`config.mk`:
```
export PLATFORM = sky130hd
export DESIGN_NAME = regfile_mp_flat
export DESIGN_NICKNAME = d
export VERILOG_FILES = /design/src/rtl/regfile_pkg.sv /design/src/rtl/regfile_mp_if.sv /design/src/rtl/regfile_scoreboard.sv /design/src/rtl/regfile_mp.sv /design/src/flat_wrapper.sv
export SDC_FILE = /design/constraint.sdc
export NUM_CORES = 2
export LEC_CHECK = 0
export ABC_AREA = 1
export CORE_ASPECT_RATIO = 1.2
export CORE_MARGIN = 4
export CORE_UTILIZATION = 51
export CTS_CLUSTER_SIZE = 30
export DETAILED_ROUTE_END_ITERATION = 10
export PLACE_DENSITY_LB_ADDON = 0.3
export REMOVE_ABC_BUFFERS = 1
export SYNTH_ARGS = -nofsm -noshare
export SYNTH_HDL_FRONTEND = slang
export SYNTH_SLANG_ARGS = --single-unit
export TNS_END_PERCENT = 1
```
`constraint.sdc`:
```
create_clock -name clk -period 3.23 [get_ports clk]
set_clock_uncertainty 0.05 [all_clocks]
set_input_delay 0.323 -clock clk [delete_from_list [all_inputs] [get_ports clk]]
set_output_delay 0.323 -clock clk [all_outputs]
set_load 0.02 [all_outputs]
```
`src/rtl/regfile_pkg.sv`:
```
// regfile_pkg
// Shared definitions for the multi-port register file: MIPS register index
// constants, default widths, the read-source selector used by the optional
// forwarding path, and a helper that maps a debug tap slot to its register.
// Optional feature macro used by the files that import this package:
//   REGFILE_BYPASS_EN - forward same-cycle write data onto the read ports.
package regfile_pkg;

  localparam int DEF_DATA_W = 32;
  localparam int DEF_NREG   = 32;
  localparam int DEF_ADDR_W = 5;
  localparam int DEF_NREAD  = 2;

  localparam int REG_ZERO = 0;
  localparam int REG_V0   = 2;
  localparam int REG_A0   = 4;
  localparam int REG_SP   = 29;
  localparam int REG_RA   = 31;

  localparam int NUM_TAPS = 4;

  // Where a read port takes its value from in a given cycle.
  typedef enum logic [1:0] {
    SRC_ARRAY = 2'd0,
    SRC_WP0   = 2'd1,
    SRC_WP1   = 2'd2
  } rd_src_e;

  // Debug tap slot -> architectural register: 0=$v0, 1=$a0, 2=$sp, 3=$ra.
  function automatic int tapIdx(input int slot);
    case (slot)
      0:       return REG_V0;
      1:       return REG_A0;
      2:       return REG_SP;
      default: return REG_RA;
    endcase
  endfunction

endpackage

```
`src/rtl/regfile_mp_if.sv`:
```
// regfile_mp_if
// Bundle of the register file's write, scoreboard, read and debug signals.
//   master : pipeline side (drives writes, busy claims, read addresses)
//   slave  : register file side (returns read data, busy bits, debug taps)
// Signals:
//   we0/wa0/wd0     write port 0 (ALU writeback)
//   we1/wa1/wd1     write port 1 (load return)
//   busy_set/addr   claim a register for a pending producer
//   rd_addr         packed read addresses, port k at [k*ADDR_W +: ADDR_W]
//   rd_data         packed read data, port k at [k*DATA_W +: DATA_W]
//   rd_busy         busy bit of each read address
//   dbg_v0/a0/sp/ra direct taps of registers 2, 4, 29, 31
interface regfile_mp_if #(
  parameter int DATA_W = 32,
  parameter int ADDR_W = 5,
  parameter int NREAD  = 2
);

  logic                     we0;
  logic [ADDR_W-1:0]        wa0;
  logic [DATA_W-1:0]        wd0;
  logic                     we1;
  logic [ADDR_W-1:0]        wa1;
  logic [DATA_W-1:0]        wd1;
  logic                     busy_set;
  logic [ADDR_W-1:0]        busy_addr;
  logic [NREAD*ADDR_W-1:0]  rd_addr;
  logic [NREAD*DATA_W-1:0]  rd_data;
  logic [NREAD-1:0]         rd_busy;
  logic [DATA_W-1:0]        dbg_v0;
  logic [DATA_W-1:0]        dbg_a0;
  logic [DATA_W-1:0]        dbg_sp;
  logic [DATA_W-1:0]        dbg_ra;

  modport master (
    output we0, wa0, wd0, we1, wa1, wd1, busy_set, busy_addr, rd_addr,
    input  rd_data, rd_busy, dbg_v0, dbg_a0, dbg_sp, dbg_ra
  );

  modport slave (
    input  we0, wa0, wd0, we1, wa1, wd1, busy_set, busy_addr, rd_addr,
    output rd_data, rd_busy, dbg_v0, dbg_a0, dbg_sp, dbg_ra
  );

endinterface

```
`src/rtl/regfile_scoreboard.sv`:
```
// regfile_scoreboard
// Per-register busy bits used by the hazard unit. A register is claimed by
// busy_set and released by any accepted write to it. Register 0 never
// becomes busy and addresses at or above NREG are ignored.
// Ports:
//   clk, reset           clock, synchronous active-high reset
//   i_setEn, i_setAddr   claim request
//   i_clr0En, i_clr0Addr release from write port 0 (already qualified)
//   i_clr1En, i_clr1Addr release from write port 1 (already qualified)
//   i_lookupAddr         packed read addresses to look up
//   o_busy               busy bit per read port, from registered state
module regfile_scoreboard
  import regfile_pkg::*;
#(
  parameter int NREG   = DEF_NREG,
  parameter int ADDR_W = DEF_ADDR_W,
  parameter int NREAD  = DEF_NREAD
) (
  input  logic                    clk,
  input  logic                    reset,
  input  logic                    i_setEn,
  input  logic [ADDR_W-1:0]       i_setAddr,
  input  logic                    i_clr0En,
  input  logic [ADDR_W-1:0]       i_clr0Addr,
  input  logic                    i_clr1En,
  input  logic [ADDR_W-1:0]       i_clr1Addr,
  input  logic [NREAD*ADDR_W-1:0] i_lookupAddr,
  output logic [NREAD-1:0]        o_busy
);

  logic [NREG-1:0] r_busy;
  logic [NREG-1:0] w_busyNext;

  // Clears are applied before the set so that a new producer claiming a
  // register on the same edge an older result lands keeps it busy. The
  // loop starts at 1, which keeps bit 0 permanently clear.
  always_comb begin
    w_busyNext = r_busy;
    w_busyNext[REG_ZERO] = 1'b0;
    for (int i = 1; i < NREG; i++) begin
      if (i_clr0En && (i_clr0Addr == ADDR_W'(i))) w_busyNext[i] = 1'b0;
      if (i_clr1En && (i_clr1Addr == ADDR_W'(i))) w_busyNext[i] = 1'b0;
      if (i_setEn && (i_setAddr == ADDR_W'(i)))   w_busyNext[i] = 1'b1;
    end
  end

  always_ff @(posedge clk) begin
    if (reset) begin
      r_busy <= '0;
    end else begin
      r_busy <= w_busyNext;
    end
  end

  // Per-port lookup; unmatched addresses (0 or out of range) read as idle.
  always_comb begin
    o_busy = '0;
    for (int k = 0; k < NREAD; k++) begin
      for (int i = 1; i < NREG; i++) begin
        if (i_lookupAddr[k*ADDR_W +: ADDR_W] == ADDR_W'(i)) o_busy[k] = r_busy[i];
      end
    end
  end

endmodule

```
`src/rtl/regfile_mp.sv`:
```
// regfile_mp
// Multi-port MIPS register file for the ID stage: NREAD combinational read
// ports, two synchronous write ports (port 0 = ALU writeback, port 1 = load
// return, port 0 wins a same-address collision), a busy scoreboard for the
// hazard unit and fixed debug taps for $v0, $a0, $sp and $ra.
// Optional feature: define REGFILE_BYPASS_EN to forward same-cycle write
// data onto matching read ports (port 0 first) and to report such a read
// as not busy. Without it a consumer sees new data one cycle after the edge.
// Ports:
//   clk    clock, all state updates on the rising edge
//   reset  synchronous active-high reset; registers 0 except $sp = SP_INIT
//   bus    regfile_mp_if slave modport carrying writes, claims, reads, taps
module regfile_mp
  import regfile_pkg::*;
#(
  parameter int              DATA_W  = DEF_DATA_W,
  parameter int              NREG    = DEF_NREG,
  parameter int              ADDR_W  = DEF_ADDR_W,
  parameter int              NREAD   = DEF_NREAD,
  parameter logic [DATA_W-1:0] SP_INIT = '0
) (
  input  logic          clk,
  input  logic          reset,
  regfile_mp_if.slave   bus
);

  localparam logic [ADDR_W:0] LP_NREG = (ADDR_W+1)'(NREG);

  logic [DATA_W-1:0] r_regs [NREG];
  logic              w_wr0Ok;
  logic              w_wr1Ok;
  logic [NREAD-1:0]  w_sbBusy;
  logic [DATA_W-1:0] w_portData [NREAD];
  logic [NREAD-1:0]  w_portBusy;
  logic [DATA_W-1:0] w_tap [NUM_TAPS];

  // A write is accepted only for a real, in-range, non-zero register.
  assign w_wr0Ok = bus.we0 && (bus.wa0 != '0) && ({1'b0, bus.wa0} < LP_NREG);
  assign w_wr1Ok = bus.we1 && (bus.wa1 != '0) && ({1'b0, bus.wa1} < LP_NREG);

  // Register array. Entry 0 is only ever loaded by reset, so it stays zero.
  // Checking port 0 first drops port 1 on a same-address collision.
  always_ff @(posedge clk) begin
    if (reset) begin
      for (int i = 0; i < NREG; i++) begin
        r_regs[i] <= (i == REG_SP) ? SP_INIT : '0;
      end
    end else begin
      for (int i = 1; i < NREG; i++) begin
        if (w_wr0Ok && (bus.wa0 == ADDR_W'(i))) begin
          r_regs[i] <= bus.wd0;
        end else if (w_wr1Ok && (bus.wa1 == ADDR_W'(i))) begin
          r_regs[i] <= bus.wd1;
        end
      end
    end
  end

  regfile_scoreboard #(
    .NREG   (NREG),
    .ADDR_W (ADDR_W),
    .NREAD  (NREAD)
  ) u_scoreboard (
    .clk          (clk),
    .reset        (reset),
    .i_setEn      (bus.busy_set),
    .i_setAddr    (bus.busy_addr),
    .i_clr0En     (w_wr0Ok),
    .i_clr0Addr   (bus.wa0),
    .i_clr1En     (w_wr1Ok),
    .i_clr1Addr   (bus.wa1),
    .i_lookupAddr (bus.rd_addr),
    .o_busy       (w_sbBusy)
  );

  for (genvar k = 0; k < NREAD; k++) begin : g_read
    logic [ADDR_W-1:0] w_addr;
    logic [DATA_W-1:0] w_arrData;

    assign w_addr = bus.rd_addr[k*ADDR_W +: ADDR_W];

    // Address decode over valid entries only, so 0 and out-of-range
    // addresses fall through to zero.
    always_comb begin
      w_arrData = '0;
      for (int i = 1; i < NREG; i++) begin
        if (w_addr == ADDR_W'(i)) w_arrData = r_regs[i];
      end
    end

`ifdef REGFILE_BYPASS_EN
    rd_src_e w_src;

    // The qualified write enables already exclude register 0 and
    // out-of-range addresses, so a match here is always a real register.
    always_comb begin
      w_src = SRC_ARRAY;
      if (w_wr0Ok && (bus.wa0 == w_addr)) begin
        w_src = SRC_WP0;
      end else if (w_wr1Ok && (bus.wa1 == w_addr)) begin
        w_src = SRC_WP1;
      end
    end

    // A forwarded operand is ready this cycle, so it must not stall.
    always_comb begin
      w_portData[k] = w_arrData;
      w_portBusy[k] = w_sbBusy[k];
      case (w_src)
        SRC_WP0: begin
          w_portData[k] = bus.wd0;
          w_portBusy[k] = 1'b0;
        end
        SRC_WP1: begin
          w_portData[k] = bus.wd1;
          w_portBusy[k] = 1'b0;
        end
        default: ;
      endcase
    end
`else
    assign w_portData[k] = w_arrData;
    assign w_portBusy[k] = w_sbBusy[k];
`endif
  end

  // Pack the per-port results onto the bus in one place.
  always_comb begin
    bus.rd_data = '0;
    for (int k = 0; k < NREAD; k++) begin
      bus.rd_data[k*DATA_W +: DATA_W] = w_portData[k];
    end
  end

  assign bus.rd_busy = w_portBusy;

  // Debug taps look straight at the array; a tap whose register does not
  // exist in a reduced configuration reads as zero.
  for (genvar t = 0; t < NUM_TAPS; t++) begin : g_tap
    if (tapIdx(t) < NREG) begin : g_present
      assign w_tap[t] = r_regs[tapIdx(t)];
    end else begin : g_absent
      assign w_tap[t] = '0;
    end
  end

  assign bus.dbg_v0 = w_tap[0];
  assign bus.dbg_a0 = w_tap[1];
  assign bus.dbg_sp = w_tap[2];
  assign bus.dbg_ra = w_tap[3];

endmodule

```
`src/flat_wrapper.sv`:
```
// flat-port wrapper written by rule: the top's interface ports become plain ports
module regfile_mp_flat import regfile_pkg::*;
#(
  parameter int              DATA_W  = DEF_DATA_W,
  parameter int              NREG    = DEF_NREG,
  parameter int              ADDR_W  = DEF_ADDR_W,
  parameter int              NREAD   = DEF_NREAD,
  parameter logic [DATA_W-1:0] SP_INIT = '0
)
  (clk, reset, bus_we0, bus_wa0, bus_wd0, bus_we1, bus_wa1, bus_wd1, bus_busy_set, bus_busy_addr, bus_rd_addr, bus_rd_data, bus_rd_busy, bus_dbg_v0, bus_dbg_a0, bus_dbg_sp, bus_dbg_ra);
  regfile_mp_if #(.DATA_W(DATA_W), .ADDR_W(ADDR_W), .NREAD(NREAD)) bus_i ();
  input  logic clk;
  input  logic reset;
  input wire logic [$bits(bus_i.we0)-1:0] bus_we0;
  input wire logic [$bits(bus_i.wa0)-1:0] bus_wa0;
  input wire logic [$bits(bus_i.wd0)-1:0] bus_wd0;
  input wire logic [$bits(bus_i.we1)-1:0] bus_we1;
  input wire logic [$bits(bus_i.wa1)-1:0] bus_wa1;
  input wire logic [$bits(bus_i.wd1)-1:0] bus_wd1;
  input wire logic [$bits(bus_i.busy_set)-1:0] bus_busy_set;
  input wire logic [$bits(bus_i.busy_addr)-1:0] bus_busy_addr;
  input wire logic [$bits(bus_i.rd_addr)-1:0] bus_rd_addr;
  output wire logic [$bits(bus_i.rd_data)-1:0] bus_rd_data;
  output wire logic [$bits(bus_i.rd_busy)-1:0] bus_rd_busy;
  output wire logic [$bits(bus_i.dbg_v0)-1:0] bus_dbg_v0;
  output wire logic [$bits(bus_i.dbg_a0)-1:0] bus_dbg_a0;
  output wire logic [$bits(bus_i.dbg_sp)-1:0] bus_dbg_sp;
  output wire logic [$bits(bus_i.dbg_ra)-1:0] bus_dbg_ra;
  assign bus_i.we0 = bus_we0;
  assign bus_i.wa0 = bus_wa0;
  assign bus_i.wd0 = bus_wd0;
  assign bus_i.we1 = bus_we1;
  assign bus_i.wa1 = bus_wa1;
  assign bus_i.wd1 = bus_wd1;
  assign bus_i.busy_set = bus_busy_set;
  assign bus_i.busy_addr = bus_busy_addr;
  assign bus_i.rd_addr = bus_rd_addr;
  assign bus_rd_data = bus_i.rd_data;
  assign bus_rd_busy = bus_i.rd_busy;
  assign bus_dbg_v0 = bus_i.dbg_v0;
  assign bus_dbg_a0 = bus_i.dbg_a0;
  assign bus_dbg_sp = bus_i.dbg_sp;
  assign bus_dbg_ra = bus_i.dbg_ra;
  regfile_mp #(.DATA_W(DATA_W), .NREG(NREG), .ADDR_W(ADDR_W), .NREAD(NREAD), .SP_INIT(SP_INIT)) u_core (.clk(clk), .reset(reset), .bus(bus_i));
endmodule
```
==> results.yml <==
detailed_routing:
  detail_route.iter0.violations: 9746
  drc: 0
  wl_per_cell_um: 26.8
  wl_um: 264000
  viasPerCell: 6.29
  vias: 61911
  drt-pass1-iter-count: 7
  ant_nets: 0
yosys:
  syn_area_sq_mm: 0.0605
  synth_cells: 7722
  yosysWarnings: 0
  ys_seq_area_share_pct: 50.2
  avgSynthCellArea_sq_um: 7.84
  synth.distinct_cells: 38
  yosys_register_bits: 1023
  synthTopCellsByArea: "edfxtp_1 (49%), nand2_1 (12%), o21ai_0 (6.8%), nor2_1 (6.5%), nand4_1 (6.3%)"
  synth_top_area_share_pct: 49.2
  synth_area_leader_cell: "edfxtp_1"
cts:
  cts_tree: "yes"
  cts_buffers: 109
  clk_path_buf_depth: 3
  clock_sinks: 1023
  cts_htree_levels: 3
  holdBufCountCts: 0
  cts.clk_slew.worst_paths_ps: 60
  cts_root_buf: "clkbuf_16"
  clk_latency_ps: 710
setup_path:
  r2r_cells: 2
  critPathLaunchType: "flip-flop"
  end_kind: "output port"
  worstPathArrival_ps: 3760
  worst-path-max-fanout: 3
  worstReg2RegStart: "u_core.u_scoreboard.r_busy[2]"
  crit_slowest_cell: "edfxtp_1"
  critPathMostFrequentCell: "nand4_1"
  crit_path_cell_trace: "nand4_1 > nand3_1 > nor2_2 > nand4_1 > nor2_2 > nand4_1 > nor2_2 > nand4_1 > nor2_2 > nand4_1 > nor2_2 > nand4_1 > nor2_2 > nand4_1 > nor2_2 > nand4_1 > buf_6"
  critPathRequiredTime_ps: 2860
  crit_type: "flip-flop to output port"
  rr_endpoint: "u_core.u_scoreboard.r_busy[2]"
  slowest_delay_ps: 430
  rrSetupSlack_ps: 2440
min_path:
  holdCritPathClass: "primary input to flip-flop"
  holdPathEnd: "u_core.u_scoreboard.r_busy[10]"
  holdPathStages: 4
  min_from: "reset"
global_route:
  grt_start_max_net_pins: 78
  grt_pass1_vias: 58233
  track_usage_pct: 41.1
  grt-ovfl-total: 0
  antenna_found_initial: 8
  grt_pass1_wl_um: 377000
timing:
  min_period_ps: 4140
  finalCritPeriodShare_pct: 128
  maxSlewViolCount: 0
  clock.fmax_mhz: 242
  worst_pin_slew_ps: 978
  final.setup.worst_slack_ps: -907
  rsz0062_at_grt: "yes"
  setup-tns-final_ps: -45050
  hold_viol: 0
  relSlewSlack_pct: 34.7
  setup_viol: 66
final_layout:
  fillers: 10064
  layout_common_cells: "nand2_1 (1978), edfxtp_1 (992), nor2_1 (927)"
  area_growth_syn_to_layout_pct: 22.8
  fin_cells: 9846
  finalNetCount: 8307
  layout_commonest_cell: "nand2_1"
  layout-drive-gt1-share_pct: 15.3
die:
  start_util_pct: 51.3
  chipHeight_um: 385
  die-area_sq_mm: 0.124
  coreArea_sq_mm: 0.118
  ios: 288
  chipWidth_um: 323
  rows: 138
power:
  powerDensity_mw_per_mm2: 459
  p_leak_nw: 28.9
  finalPower_mw: 34.1
  ir_worst_vdd_mv: 0.551
place:
  dp.cells: 9621
  portBuffers: 287
  dp_hpwl_um: 195000
  place_congestion: 1.02
  place_ws_ps: -1380
flow_run:
  drv_cap: 0
run_status:
  violations: "setup timing"
  status: "finished with violations"
timing repair:
action,4_1_cts,5_1_grt
gates resized for setup,259,86
buffers inserted,6,14
endpoints found under the setup margin,66,66
endpoints found under the hold margin,0,0
cloned,1,0
pin swaps,42,88
through the flow:
| stage | util [%] | hold WS (ps) | instance area (sq um) |
|---|---|---|---|
| 6_report | 63.0 | 85.0 | 74300 |
| 5_1_grt | 63.0 | 109 | 74300 |
| 4_1_cts | 62.8 | 63.6 | 74100 |
| 3_5_place_dp | 59.5 | 444 | 70200 |
| 3_3_place_gp | 59.5 | 439 | 70200 |
| 2_1_floorplan | - | 342 | 57400 |
critical path, delay by kind of cell, from the launching register on:
family,cells,cell delay [ps]
simple gates,16,2440
buf+inv,1,170
flops,1,430
cell type report:
class	count	area (sq um)	share of cell area, %
Sequential cell	1023	30400	40.9
Multi-Input combinational cell	5337	25200	33.9
Timing Repair Buffer	1082	10700	14.4
Clock buffer	133	2870	3.86
Inverter	660	2490	3.35
Tap cell	1540	1930	2.59
Clock inverter	70	707	0.951
Antenna cell	1	2.50	0.00337
cells by family after synthesis:
| group | Yosys count | share of synthesized area (%) |
|---|---|---|
| buffers and inverters | 1362 | 9.34 |
| and+or+nand+nor | 3894 | 27.5 |
| DFF | 1023 | 50.2 |
| AOI/OAI and AO/OA | 1443 | 13.0 |
state kept, by name, summed over array words and instances (netlist names):
| name | cells |
|---|---|
| u_core.u_scoreboard.r_busy | 31 |
| u_core.r_regs | 992 |
per-layer routing:
layer | vias to the layer above | track usage (%) | share of wire (%)
met4 | 2 | 22.9 | 6.5
met5 | - | 0 | 0.0027
li1 | 27182 | - | -
met1 | 28784 | 53.2 | 36
met3 | 962 | 9.59 | 14
met2 | 4981 | 64.0 | 44
worst max path at each step:
stage,startpoint,end,slack [ps],depth (start not counted)
finish,u_core.r_regs[0][86],bus_rd_data[22],-910,17
global route,u_core.r_regs[0][86],bus_rd_data[22],-1040,17
CTS,bus_rd_addr[3],bus_rd_data[7],-900,21
detailed placement,bus_rd_addr[0],bus_rd_data[4],-1380,24
global placement,bus_rd_addr[0],bus_rd_data[4],-1380,24
floorplan,bus_rd_addr[3],bus_rd_data[8],-1960,19
synthesized netlist by cell type, drive strengths merged:
cell type,count
nand2,1986
nor2,1066
edfxtp,992
o21ai,835
inv,637
nand4,614
clkbuf,516
a21oi,395
buf,186
nand3,133
a221oi,94
a211oi,63
nor3,47
or2,44
o22ai,33
dfxtp,31
clkinv,23
o31ai,8
o32ai,7
o2111ai,6
nor4,2
a31oi,1
a32oi,1
and3,1
nand3b,1
power breakdown:
part | internal (mW) | leakage (nW) | total (mW) | switching [mW]
logic | 1.62 | 17.4 | 5.06 | 3.43
registers | 15.6 | 9.78 | 16.1 | 0.525
clock network | 7.27 | 1.73 | 12.9 | 5.66
(Power assumes the default switching activity.)
